===== config.mk =====
export PLATFORM = sky130hd
export DESIGN_NAME = aabb_overlap
export DESIGN_NICKNAME = d
export VERILOG_FILES = /design/src/rtl/aabb_overlap.sv
export SDC_FILE = /design/constraint.sdc
export NUM_CORES = 1
export LEC_CHECK = 0
export BUFFER_PORTS_ARGS = -buffer_cell sky130_fd_sc_hd__clkbuf_2
export CAP_MARGIN = 30
export CORE_AREA = 2 2 126 128
export DETAILED_ROUTE_END_ITERATION = 10
export DIE_AREA = 0 0 128 130
export GPL_TIMING_DRIVEN = 0
export PLACE_DENSITY = 0.89
export SYNTH_ARGS = -nofsm -noshare
export SYNTH_HDL_FRONTEND = slang
export SYNTH_SLANG_ARGS = --single-unit
export TNS_END_PERCENT = 100

===== constraint.sdc =====
create_clock -name vclk -period 12.2
set_input_delay 2.44 -clock vclk [all_inputs]
set_output_delay 2.44 -clock vclk [all_outputs]
set_load 0.005 [all_outputs]

===== src/rtl/aabb_overlap.sv =====
// Axis-aligned rectangle overlap with strict edges: rectangles that only
// share an edge do not overlap. All values are signed 32-bit pixels.
module aabb_overlap (
    input  logic signed [31:0] a_x,
    input  logic signed [31:0] a_y,
    input  logic signed [31:0] a_w,
    input  logic signed [31:0] a_h,
    input  logic signed [31:0] b_x,
    input  logic signed [31:0] b_y,
    input  logic signed [31:0] b_w,
    input  logic signed [31:0] b_h,
    output logic               overlap
);

    // Interval overlap on both axes, each edge compared strictly
    always_comb begin
        overlap = (a_x < b_x + b_w) && (b_x < a_x + a_w) &&
                  (a_y < b_y + b_h) && (b_y < a_y + a_h);
    end

endmodule


==> results of run 1 <==
-- stage by stage --
| stage | total power [mW] | cells | util | setup slack, ns |
|---|---|---|---|---|
| finish | 0.637 | 1638 | 0.684 | 2.75 |
| CTS | 0.627 | 1638 | 0.684 | 2.79 |
| floorplan | 0.453 | 1189 | - | 3.71 |
| global route | 0.713 | 1638 | 0.684 | 2.47 |
| detailed placement | 0.622 | 1638 | 0.684 | 2.82 |
| global placement | 0.596 | 1638 | 0.684 | 2.86 |
-- final timing paths --
path | end | slack (ns) | depth (start not counted)
max | overlap | 2.75 | 21
min | overlap | 5.60 | 6
-- routing by layer --
layer  GRT usage  up-vias
met2       0.548      447
met1       0.399     4575
met4      0.0905        0
li1            -     5109
met3      0.0213       62
met5           0        -
-- layout make-up --
cell class                      instances  area share
Buffer                                  9     0.00320
Inverter                               40      0.0142
Multi-Input combinational cell       1140       0.838
Tap cell                              192      0.0228
Timing Repair Buffer                  257       0.122
-- layout by cell type, fill, tap and decap left out, types with 21 or more instances in the layout --
| master | netlist | final |
|---|---|---|
| nand2b_1 | 34 | 34 |
| nand2_1 | 71 | 71 |
| xnor2_1 | 50 | 50 |
| nor2b_1 | 21 | 21 |
| nor2_1 | 59 | 59 |
| ha_1 | 248 | 248 |
| a21o_1 | 99 | 99 |
| nor3_1 | 23 | 23 |
| o21ai_0 | 71 | 71 |
| clkbuf_2 | 0 | 257 |
| nand4_1 | 30 | 30 |
| inv_1 | 40 | 40 |
| xor2_1 | 58 | 58 |
| a21oi_1 | 133 | 133 |
| nand3_1 | 33 | 33 |
-- worst max-delay path: stages --
cell and delay (ns):
clkbuf_2 0.09, ha_1 0.22, inv_1 0.07, fa_1 0.20
nor2b_1 0.08, o31a_1 0.30, o311ai_0 0.35, nand3_1 0.31
o211ai_1 0.39, a31oi_1 0.13, o21ai_0 0.16, nand2b_1 0.08
xnor2_1 0.13, ha_1 0.30, nand4_1 0.12, nor4_1 0.64
o2111ai_1 0.35, o211ai_1 0.27, a21oi_1 0.09, and4b_1 0.17
clkbuf_2 0.11
-- cell families after synthesis --
logic type | synth area share
muxes | 0.00125
AOI/OAI and AO/OA | 0.337
adders and majority gates | 0.353
and+or+nand+nor | 0.185
buffers and inverters | 0.0204
xor gates and xnor gates | 0.105
-- power groups by stage --
| stage | registers [mW] | logic [mW] | clock network [mW] |
|---|---|---|---|
| 2_1_floorplan | 0 | 0.453 | 0 |
| 4_1_cts | 0 | 0.627 | 0 |
| 3_3_place_gp | 0 | 0.596 | 0 |
| 6_report | 0 | 0.637 | 0 |
| 5_1_grt | 0 | 0.713 | 0 |
| 3_5_place_dp | 0 | 0.622 | 0 |
==> flow_metrics.env, run 1 <==
export IMPL_status="finished clean"
export IMPL_tightest_slew_ns=0.695
export IMPL_cts_setup_buffers=0
export IMPL_grt_pass1_vias=9553
export IMPL_top_layer="met4"
export IMPL_post_dp_cell_area_um2=10600
export IMPL_cap_violations=0
export IMPL_synthTopCellsByCount="ha_1 (248), a21oi_1 (133), a21o_1 (99), nand2_1 (71), o21ai_0 (71)"
export IMPL_die_w_um=128
export IMPL_floorplan_initialDensity=0.585
export IMPL_drc=0
export IMPL_multi_input_area_um2=8850
export IMPL_layout_drive_gt1_share=0.200
export IMPL_sw_frac_of_total=0.543
export IMPL_seqCellArea_um2=0
export IMPL_fin_setup_tns_ns=0
export IMPL_hold_class="in -> out"
export IMPL_vias=10200
export IMPL_hold_buffers=0
export IMPL_dr_pass1_iters=5
export IMPL_wl_per_cell_um=16.3
export IMPL_hp_start="b_x[31]"
export IMPL_postSynthAreaPerCell_um2=7.59
export IMPL_n_antenna_cell=0
export IMPL_crit_required_ns=9.76
export IMPL_wl_um=26800
export IMPL_hold_ws_ns=5.60
export IMPL_fillers=1317
export IMPL_ant_nets=0
export IMPL_synth_cell_area_um2=9030
export IMPL_p_comb_frac=1.000
export IMPL_powerDensity_nw_per_um2=60.3
export IMPL_ys_top_cells_by_area="ha_1 (34%), a21o_1 (8.2%), a21oi_1 (7.4%)"
export IMPL_crit_path_end_kind="output pin"
export IMPL_syn_num_nets=1697
export IMPL_fin_area_um2=10600
export IMPL_dieArea_um2=16600
export IMPL_ys_seq_area_frac=0
export IMPL_seq_cells=0
export IMPL_dr_first_iter_drc_count=675
export IMPL_synth_top_cell_by_area="ha_1"
export IMPL_grt_pass1_wl_um=42800
export IMPL_antenna_found_initial=0
export IMPL_start_kind="input pin"
export IMPL_met1_length_um=11600
export IMPL_grt_remaining_overflow=0
export IMPL_p_switching_mw=0.345
export IMPL_grt_max_degree=9
export IMPL_io_pins=257
export IMPL_crit_fanout=4
export IMPL_synth_warnings=0
export IMPL_die_y_um=130
export IMPL_slew_headroom=0.532
export IMPL_num_clock_buffers=0
export IMPL_clock_power_share=0
export IMPL_max_freq_mhz=106
export IMPL_final_hold_viol_count=0
export IMPL_yosysMostFrequentCell="ha_1"
export IMPL_p_leak_nw=5.69
export IMPL_grtUsageTotal=0.307
export IMPL_cp_arrival_ns=7.01
export IMPL_portBuffers=257
export IMPL_fin_crit_sh=0.775
export IMPL_cp_startpoint="a_x[0]"
export IMPL_fin_crit_ns=9.45
export IMPL_route_met3_wl_um=1880
export IMPL_synthDistinctLibCells=72
export IMPL_synthCells=1189
export IMPL_layout_nets=1956
export IMPL_core_um2=15400
export IMPL_slew_violations=0
export IMPL_wl_met2_um=12400
export IMPL_peakVddDrop_mv=0.0328
export IMPL_setup_violations=0
export IMPL_vias_per_cell=6.22
export IMPL_syn_to_final_growth_pct=16.9
export IMPL_synth_top_area_frac=0.344
export IMPL_gp_routability_congestion=0.959
export IMPL_cts_resized=0
export IMPL_p_int_mw=0.291
export IMPL_hpwl_um=23800
export IMPL_rsz0062_at_grt="no"
export IMPL_rows=46
export IMPL_pwr_share_seq=0
export IMPL_path_class="in -> out"
(Power assumes the default switching activity.)
==> inputs of run 2 (changes only) <==
Settings changed: ABC_AREA set to 1, CORE_AREA 2 2 126 128 to 2 2 134 136, DIE_AREA 0 0 128 130 to 0 0 136 138, PLACE_DENSITY 0.89 to 0.84.
Clock period 12.2 ns to 8.8 ns, I/O delays scaled along.
==> run 2 against run 1 <==
Against the previous run: routed wire length up 21%; critical path depth unchanged; largest cell class unchanged; worst hold slack worse by 1.5 ns; worst setup slack worse by 1.0 ns; global-route usage up 2.3 points; design area up 6.9%.
==> flow_metrics.env, run 2 <==
export IMPL_status="finished clean"
export IMPL_final_hold_viol_count=0
export IMPL_cts_resized=0
export IMPL_synth_warnings=0
export IMPL_cap_violations=0
export IMPL_seq_cells=0
export IMPL_p_leak_nw=6.04
export IMPL_tightest_slew_ns=0.764
export IMPL_wl_um=32300
export IMPL_dieArea_um2=18800
export IMPL_grt_remaining_overflow=0
export IMPL_layout_nets=2338
export IMPL_grt_pass1_vias=11400
export IMPL_syn_to_final_growth_pct=16.2
export IMPL_slew_headroom=0.486
export IMPL_synth_top_area_frac=0.320
export IMPL_fin_util=0.643
export IMPL_rows=49
export IMPL_dr_first_iter_drc_count=577
export IMPL_rsz0062_at_grt="no"
export IMPL_seqCellArea_um2=0
export IMPL_io_pins=257
export IMPL_fin_setup_tns_ns=0
export IMPL_vias_per_cell=5.66
export IMPL_cp_arrival_ns=5.29
export IMPL_antenna_found_initial=0
export IMPL_hold_class="in -> out"
export IMPL_die_w_um=136
export IMPL_max_freq_mhz=142
export IMPL_core_um2=17500
export IMPL_crit_required_ns=7.04
export IMPL_fin_crit_ns=7.05
export IMPL_drc=0
export IMPL_powerDensity_nw_per_um2=83.9
export IMPL_die_y_um=138
export IMPL_mostFrequentLayoutCells="nand2_1 (371), clkbuf_2 (257), ha_1 (248), a21oi_1 (202), inv_1 (151)"
export IMPL_yosysMostFrequentCell="nand2_1"
export IMPL_hpwl_um=29700
export IMPL_grt_pass1_wl_um=51000
export IMPL_synthCells=1571
export IMPL_path_class="in -> out"
export IMPL_peakVddDrop_mv=0.0428
export IMPL_slew_violations=0
export IMPL_grt_max_degree=7
export IMPL_wl_per_cell_um=15.7
export IMPL_gp_routability_congestion=0.992
export IMPL_synth_top_cell_by_area="ha_1"
export IMPL_ys_seq_area_frac=0
export IMPL_layout_drive_gt1_share=0.164
export IMPL_cts_setup_buffers=0
export IMPL_start_kind="input pin"
export IMPL_ant_nets=0
export IMPL_n_antenna_cell=0
export IMPL_dr_pass1_iters=5
export IMPL_synthDistinctLibCells=30
export IMPL_synth_cell_area_um2=9710
export IMPL_fin_crit_sh=0.801
export IMPL_vias=11600
export IMPL_grtUsageTotal=0.331
export IMPL_floorplan_initialDensity=0.554
export IMPL_fillers=1766
export IMPL_postSynthAreaPerCell_um2=6.18
export IMPL_ys_top_cells_by_area="ha_1 (32%), nand2_1 (14%), a21oi_1 (10%)"
export IMPL_hold_buffers=0
export IMPL_syn_num_nets=2079
export IMPL_num_clock_buffers=0
export IMPL_setup_violations=0
export IMPL_final_common_cell="nand2_1"
export IMPL_crit_path_end_kind="output pin"
export IMPL_synthTopCellsByCount="nand2_1 (371), ha_1 (248), a21oi_1 (202), inv_1 (151), nor2_1 (140)"
export IMPL_portBuffers=257
export IMPL_crit_fanout=5
==> run 2: cell types whose count changed after synthesis, moves of 27 or more <==
| cell | before | now |
|---|---|---|
| nand2b_1 | 34 | 0 |
| nand2_1 | 71 | 371 |
| a21o_1 | 99 | 8 |
| nand3_1 | 33 | 60 |
| nor2_1 | 59 | 140 |
| a21oi_1 | 133 | 202 |
| o21ai_0 | 71 | 108 |
| inv_1 | 40 | 151 |
==> run 2: final timing paths <==
kind | slack [ns] | start | end | cells past startpoint
worst max-delay path | 1.75 | a_y[4] | overlap | 21
worst min-delay path | 4.07 | b_y[31] | overlap | 6
==> run 2: routing by layer <==
metal  vias to the layer above  global-route usage  part of all wire
met5                         -                   0                 0
met4                         0               0.103             0.034
met3                        72              0.0125             0.055
met2                       405               0.593              0.47
met1                      5177               0.423              0.44
li1                       5992                   -                 -
==> run 2: power by group <==
part           internal, mW  switching (mW)
Sequential                0               0
Clock                     0               0
Combinational         0.381           0.566
Total                 0.381           0.566
==> run 2: logic make-up after synthesis <==
kind of cell,share of synthesized area
and+or+nand+nor,0.291
buffers and inverters,0.0584
xor gates and xnor gates,0.101
AOI/OAI and AO/OA,0.222
adders and majority gates,0.328
==> run 2: critical path: stages <==
cell and delay, ns:
clkbuf_2 0.11, ha_1 0.38, a21oi_1 0.21, o21ai_0 0.09, a21oi_1 0.30, o21ai_2 0.15
nand2_1 0.10, nand2_1 0.14, nand4_1 0.18, nand2_1 0.07, nand2_1 0.06, nand2_1 0.05
ha_1 0.33, nand2_1 0.10, nor4_1 0.44, and3_1 0.23, nand2_1 0.09, nand3b_1 0.09
nand2_1 0.05, nor3_1 0.19, clkbuf_2 0.14
==> run 2: area by class of cell <==
cell class                      count  area [um^2]  area share
Multi-Input combinational cell   1420         9140       0.810
Tap cell                          229          287      0.0254
Timing Repair Buffer              257         1290       0.114
Inverter                          151          567      0.0502
==> run 2: per-stage QoR <==
| step | hold WS [ns] | std cells | area [um^2] | worst slack (ns) | power [mW] |
|---|---|---|---|---|---|
| 2_1_floorplan | 3.81 | 1571 | 9710 | 2.63 | 0.672 |
| 3_3_place_gp | 4.06 | 2057 | 11300 | 1.83 | 0.905 |
| 3_5_place_dp | 4.07 | 2057 | 11300 | 1.78 | 0.932 |
| 4_1_cts | 4.07 | 2057 | 11300 | 1.77 | 0.938 |
| 5_1_grt | 4.12 | 2057 | 11300 | 1.51 | 1.08 |
| 6_report | 4.07 | 2057 | 11300 | 1.75 | 0.947 |
